`config.mk`:
```
export PLATFORM = sky130hd
export DESIGN_NAME = serial_addsub_flat
export DESIGN_NICKNAME = d
export VERILOG_FILES = /design/src/rtl/serial_addsub_if.sv /design/src/rtl/serial_addsub.sv /design/src/flat_wrapper.sv
export SDC_FILE = /design/constraint.sdc
export NUM_CORES = 1
export LEC_CHECK = 0
export BUFFER_PORTS_ARGS = -buffer_cell sky130_fd_sc_hd__buf_2
export CORE_ASPECT_RATIO = 1.4
export CORE_MARGIN = 5
export CORE_UTILIZATION = 58
export DETAILED_ROUTE_END_ITERATION = 12
export PLACE_DENSITY = 0.88
export SLEW_MARGIN = 20
export SYNTH_ARGS = -nofsm -noshare
export SYNTH_HDL_FRONTEND = slang
export SYNTH_SLANG_ARGS = --single-unit
export TNS_END_PERCENT = 1
```
`constraint.sdc`:
```
create_clock -name clk -period 3.1 [get_ports clk]
set_clock_uncertainty 0.15 [all_clocks]
set_input_delay 0.31 -clock clk [delete_from_list [all_inputs] [get_ports clk]]
set_output_delay 0.31 -clock clk [all_outputs]
set_load 0.01 [all_outputs]
```
`src/rtl/serial_addsub_if.sv`:
```
// serial_addsub_if: operand/result bundle for the bit-serial adder.
// Master drives the request, slave returns status and result.
interface serial_addsub_if #(
    parameter int WIDTH = 8
);
    logic             start;
    logic             sub;
    logic [WIDTH-1:0] a;
    logic [WIDTH-1:0] b;
    logic             busy;
    logic             done;
    logic [WIDTH-1:0] sum;
    logic             cout;
    logic             ovf;

    modport master (
        output start,
        output sub,
        output a,
        output b,
        input  busy,
        input  done,
        input  sum,
        input  cout,
        input  ovf
    );

    modport slave (
        input  start,
        input  sub,
        input  a,
        input  b,
        output busy,
        output done,
        output sum,
        output cout,
        output ovf
    );
endinterface

```
`src/rtl/serial_addsub.sv`:
```
// serial_addsub: bit-serial two's-complement add/subtract.
// One full-adder cell and a carry flop, one bit per clock, LSB first.
module serial_addsub #(
    parameter int WIDTH = 8
) (
    input  logic            clk,
    input  logic            reset,
    serial_addsub_if.slave  bus
);
    localparam int CW = (WIDTH > 2) ? $clog2(WIDTH) : 1;
    localparam logic [CW-1:0] LAST   = CW'(WIDTH - 1);
    localparam logic [CW-1:0] PENULT = CW'(WIDTH - 2);

    typedef enum logic [1:0] {
        IDLE = 2'd0,
        RUN  = 2'd1,
        DONE = 2'd2
    } state_t;

    state_t           state_q;
    state_t           state_d;

    logic [WIDTH-1:0] opa_q;
    logic [WIDTH-1:0] opa_d;
    logic [WIDTH-1:0] opb_q;
    logic [WIDTH-1:0] opb_d;
    logic [WIDTH-1:0] res_q;
    logic [WIDTH-1:0] res_d;
    logic [WIDTH-1:0] sum_q;
    logic [WIDTH-1:0] sum_d;
    logic [CW-1:0]    cnt_q;
    logic [CW-1:0]    cnt_d;
    logic             carry_q;
    logic             carry_d;
    logic             cmsb_q;
    logic             cmsb_d;
    logic             cout_q;
    logic             cout_d;
    logic             ovf_q;
    logic             ovf_d;

    logic             fa_s;
    logic             fa_c;
    logic [WIDTH-1:0] res_shift;

    // The single full-adder cell working on the current LSBs.
    assign fa_s = opa_q[0] ^ opb_q[0] ^ carry_q;
    assign fa_c = (opa_q[0] & opb_q[0])
                | (opa_q[0] & carry_q)
                | (opb_q[0] & carry_q);

    // Result bits enter at the MSB so the LSB lands at bit 0 last.
    assign res_shift = {fa_s, res_q[WIDTH-1:1]};

    // Next-state and datapath update; defaults hold every register.
    always_comb begin
        state_d = state_q;
        opa_d   = opa_q;
        opb_d   = opb_q;
        res_d   = res_q;
        cnt_d   = cnt_q;
        carry_d = carry_q;
        cmsb_d  = cmsb_q;
        sum_d   = sum_q;
        cout_d  = cout_q;
        ovf_d   = ovf_q;

        unique case (state_q)
            IDLE, DONE: begin
                if (bus.start) begin
                    // Subtract is a + ~b + 1: invert b, carry-in of 1.
                    opa_d   = bus.a;
                    opb_d   = bus.sub ? ~bus.b : bus.b;
                    carry_d = bus.sub;
                    cnt_d   = '0;
                    res_d   = '0;
                    cmsb_d  = 1'b0;
                    state_d = RUN;
                end else begin
                    state_d = IDLE;
                end
            end
            RUN: begin
                opa_d   = {1'b0, opa_q[WIDTH-1:1]};
                opb_d   = {1'b0, opb_q[WIDTH-1:1]};
                res_d   = res_shift;
                carry_d = fa_c;
                cnt_d   = cnt_q + 1'b1;
                // Carry into the MSB, needed for signed overflow.
                if (cnt_q == PENULT) begin
                    cmsb_d = fa_c;
                end
                if (cnt_q == LAST) begin
                    sum_d   = res_shift;
                    cout_d  = fa_c;
                    ovf_d   = cmsb_q ^ fa_c;
                    state_d = DONE;
                end
            end
            default: begin
                state_d = IDLE;
            end
        endcase
    end

    // State and datapath registers with synchronous reset.
    always_ff @(posedge clk) begin
        if (reset) begin
            state_q <= IDLE;
            opa_q   <= '0;
            opb_q   <= '0;
            res_q   <= '0;
            cnt_q   <= '0;
            carry_q <= 1'b0;
            cmsb_q  <= 1'b0;
            sum_q   <= '0;
            cout_q  <= 1'b0;
            ovf_q   <= 1'b0;
        end else begin
            state_q <= state_d;
            opa_q   <= opa_d;
            opb_q   <= opb_d;
            res_q   <= res_d;
            cnt_q   <= cnt_d;
            carry_q <= carry_d;
            cmsb_q  <= cmsb_d;
            sum_q   <= sum_d;
            cout_q  <= cout_d;
            ovf_q   <= ovf_d;
        end
    end

    assign bus.busy = (state_q == RUN);
    assign bus.done = (state_q == DONE);
    assign bus.sum  = sum_q;
    assign bus.cout = cout_q;
    assign bus.ovf  = ovf_q;
endmodule

```
`src/flat_wrapper.sv`:
```
// flat-port wrapper written by rule: the top's interface ports become plain ports
module serial_addsub_flat 
#(
    parameter int WIDTH = 8
)
  (clk, reset, bus_start, bus_sub, bus_a, bus_b, bus_busy, bus_done, bus_sum, bus_cout, bus_ovf);
  serial_addsub_if #(.WIDTH(WIDTH)) bus_i ();
  input  logic clk;
  input  logic reset;
  input wire logic [$bits(bus_i.start)-1:0] bus_start;
  input wire logic [$bits(bus_i.sub)-1:0] bus_sub;
  input wire logic [$bits(bus_i.a)-1:0] bus_a;
  input wire logic [$bits(bus_i.b)-1:0] bus_b;
  output wire logic [$bits(bus_i.busy)-1:0] bus_busy;
  output wire logic [$bits(bus_i.done)-1:0] bus_done;
  output wire logic [$bits(bus_i.sum)-1:0] bus_sum;
  output wire logic [$bits(bus_i.cout)-1:0] bus_cout;
  output wire logic [$bits(bus_i.ovf)-1:0] bus_ovf;
  assign bus_i.start = bus_start;
  assign bus_i.sub = bus_sub;
  assign bus_i.a = bus_a;
  assign bus_i.b = bus_b;
  assign bus_busy = bus_i.busy;
  assign bus_done = bus_i.done;
  assign bus_sum = bus_i.sum;
  assign bus_cout = bus_i.cout;
  assign bus_ovf = bus_i.ovf;
  serial_addsub #(.WIDTH(WIDTH)) u_core (.clk(clk), .reset(reset), .bus(bus_i));
endmodule
```
==> flow_summary.yaml <==
run_status:
  status: "finished, final reports clean"
place:
  placement.io_buffers: 31
  place_area_sq_um: 1802
  dp_hpwl_microns: 2052
  dp.cells: 249
  routabilityCongestion: 0.7416
  place_ws_ns: 1.364
min_path:
  hp-start: "bus_a[7]"
  min_path_type: "in -> reg"
  worst_hold_path.endpoint: "u_core.opa_q[7]"
  holdPathStages: 3
timing:
  slew_viol_final: 0
  min_period_ns: 2.049
  rsz0062_at_grt: "no"
  worstMarginPinSlew_ns: 0.7166
  tns_ns: 0
  timing.final.ws_setup_ns: 1.051
  fmax_mhz: 488.0
  setup_viol: 0
  relSlewSlack_pct: 52.23
  finalCritPeriodShare_pct: 66.10
  hold_viol: 0
logic_synthesis:
  synth_nets: 218
  synth_seq_cells: 40
  postSynthAreaPerCell_sq_um: 8.604
  yosys.area.top_type_share_pct: 47.98
  synth_ff_type: "dfxtp_1"
  ys_top_cells_by_count: "40 x dfxtp_1, 37 x a21oi_1, 30 x nand2_1, 27 x nand3_1, 15 x a22oi_1"
  synth.distinct_cells: 24
  syn_area_sq_um: 1669
  async_flop_share_pct: 0
  yosys_warnings: 0
  yosysSeqAreaShare_pct: 47.98
  synth_top_area_cell: "dfxtp_1"
  synth_edf_count: 0
  synthCells: 194
  yosysMostFrequentCell: "dfxtp_1"
  synth.area.top_cells: "dfxtp_1 48%, a21oi_1 11%, nand3_1 8.1%"
route:
  dr_total_vias: 1439
  first_pass_iters: 4
  routed_via_density: 5.599
  wl_per_cell_microns: 12.58
  drt_iter0_markers: 56
  drc: 0
  detail-route-antenna-nets: 0
  routed_wl_microns: 3233
clock_network:
  cts_tree: "done"
  clock_sinks: 40
  htree_num_levels: 2
  clk_latency_ns: 0.29
  cts_max_path_buffers: 2
  cts_setup_buffers: 0
  hold_buffers: 0
  root_buffer: "clkbuf_8"
  cts_resized: 0
  cts_buffers: 5
  path_clk_slew_ns: 0.07
critical_path:
  crit_path_end_kind: "output port"
  timing.rr.end: "u_core.opb_q[0]"
  reg2reg_depth: 5
  r2r_slack_ns: 1.44
  path_cells: "nand2b_1, buf_4, inv_2, buf_2"
  critical_path.max_fanout: 30
  critPathTopFamily: "buffers and inverters"
  path_class: "reg -> out"
  startpoint_type: "register"
  critPathArrivalTime_ns: 1.59
  slowest_delay_ns: 0.40
  regToRegStartpoint: "u_core.state_q[1]"
  cp.required_ns: 2.64
  cp_slowest_cell: "dfxtp_1"
  crit_buf_inv: 3
power_and_ir_drop:
  seqPwrFrac_pct: 51.3
  vdd_drop_max_v: 0.0005039
  power.switching_mw: 0.2516
  combPwrFrac_pct: 9.9
  p_total_mw: 1.065
  leakagePower_nw: 0.7495
  swShare_pct: 23.63
  power_density_nw_per_um2: 557.5
  intPower_mw: 0.8129
  p_clk_share_pct: 38.8
grt:
  grt_usage_pct: 16.98
  antenna_found_initial: 0
  grt_pass1_wl_microns: 5623
  grt_max_degree: 41
  first_global_vias: 1315
  overflow: 0
cells_and_area:
  n_antenna_cell: 0
  area_growth_syn_to_layout_pct: 14.39
  design_area_sq_um: 1909
  layout.cells.non_filler: 257
  drive_above_1_share_pct: 19.09
  final_nets: 243
floorplan:
  rows: 23
  die_h_microns: 73.48
  die_w_microns: 55.34
  start_util_pct: 59.18
  pin_count: 32
  fp.dieArea_sq_um: 4066
  core_sq_um: 2820
run:
  drv_cap: 0
-- how the worst max path moves through the flow --
stage                            startpoint        endpoint  cells past startpoint
after global routing      u_core.state_q[0]        bus_busy                      4
after CTS                 u_core.state_q[0]        bus_busy                      4
final                     u_core.state_q[0]        bus_busy                      4
after detailed placement  u_core.state_q[0]        bus_busy                      4
after global placement    u_core.state_q[0]        bus_busy                      4
after floorplan             u_core.cnt_q[0]  u_core.bus.ovf                      5
-- sequential cells by signal, summed over array words and instances, names as in the netlist --
signal,cells
u_core.bus.ovf,1
u_core.opa_q,8
u_core.bus.cout,1
u_core.bus.sum,8
u_core.opb_q,8
u_core.cmsb_q,1
u_core.carry_q,1
u_core.state_q,2
u_core.res_q,7
u_core.cnt_q,3
-- metal layers --
metal  GRT usage (%)  share of wire, %  vias to the layer above
met5               0                 0                        -
met4           4.865               1.1                        0
met3           6.151               6.8                        4
met2           29.74                51                       43
met1           19.47                41                      671
li1                -                 -                      721
-- layout make-up --
type | count | area (sq um)
Fill cell | 272 | 910.9
Sequential cell | 40 | 800.8
Multi-Input combinational cell | 136 | 769.5
Timing Repair Buffer | 34 | 177.7
Clock buffer | 6 | 72.57
Tap cell | 37 | 46.29
Clock inverter | 2 | 35.03
Inverter | 2 | 7.507
-- placed cells by master (no fill, tap or decap), drive strengths merged --
cell type and instances:
o21a 1, xnor2 1, buf 34, dfxtp 40, nand2 30, ha 3, clkbuf 6, a22oi 15
nand3b 1, o211ai 1, and3b 1, clkinv 1, nor2 3, xor2 8, nand2b 3, a21oi 37
inv 2, nor2b 2, fa 1, nand4 1, a211oi 1, nand3 27, bufinv 1
-- stage by stage --
step,util [%],hold WS [ns]
after floorplan,-,0.2821
after global placement,63.89,0.2884
after detailed placement,63.89,0.2936
after CTS,67.70,0.1118
after global routing,67.70,0.1152
final,67.70,0.1156
-- cells by family after synthesis --
family,after synthesis,synth area share (%)
AO/OA/AOI/OAI,55,19.19
adder cells (fa/ha/maj),4,3.449
buffers and inverters,18,5.921
flip-flops,40,47.98
AND/OR/NAND/NOR,68,18.74
XOR/XNOR,9,4.723
-- power by group through the flow --
stage | Clock [mW] | Combinational (mW) | Sequential, mW
5_1_grt | 0.442 | 0.120 | 0.548
3_3_place_gp | 0 | 0.103 | 0.557
6_report | 0.413 | 0.106 | 0.546
4_1_cts | 0.423 | 0.105 | 0.546
2_1_floorplan | 0 | 0.0837 | 0.555
3_5_place_dp | 0 | 0.104 | 0.558
-- tightest hold or removal path, cell delays in order --
cell and delay (ns):
buf_2 0.09, nand2_1 0.04, a21oi_1 0.05
No activity file was read; power rests on OpenSTA's default activity.
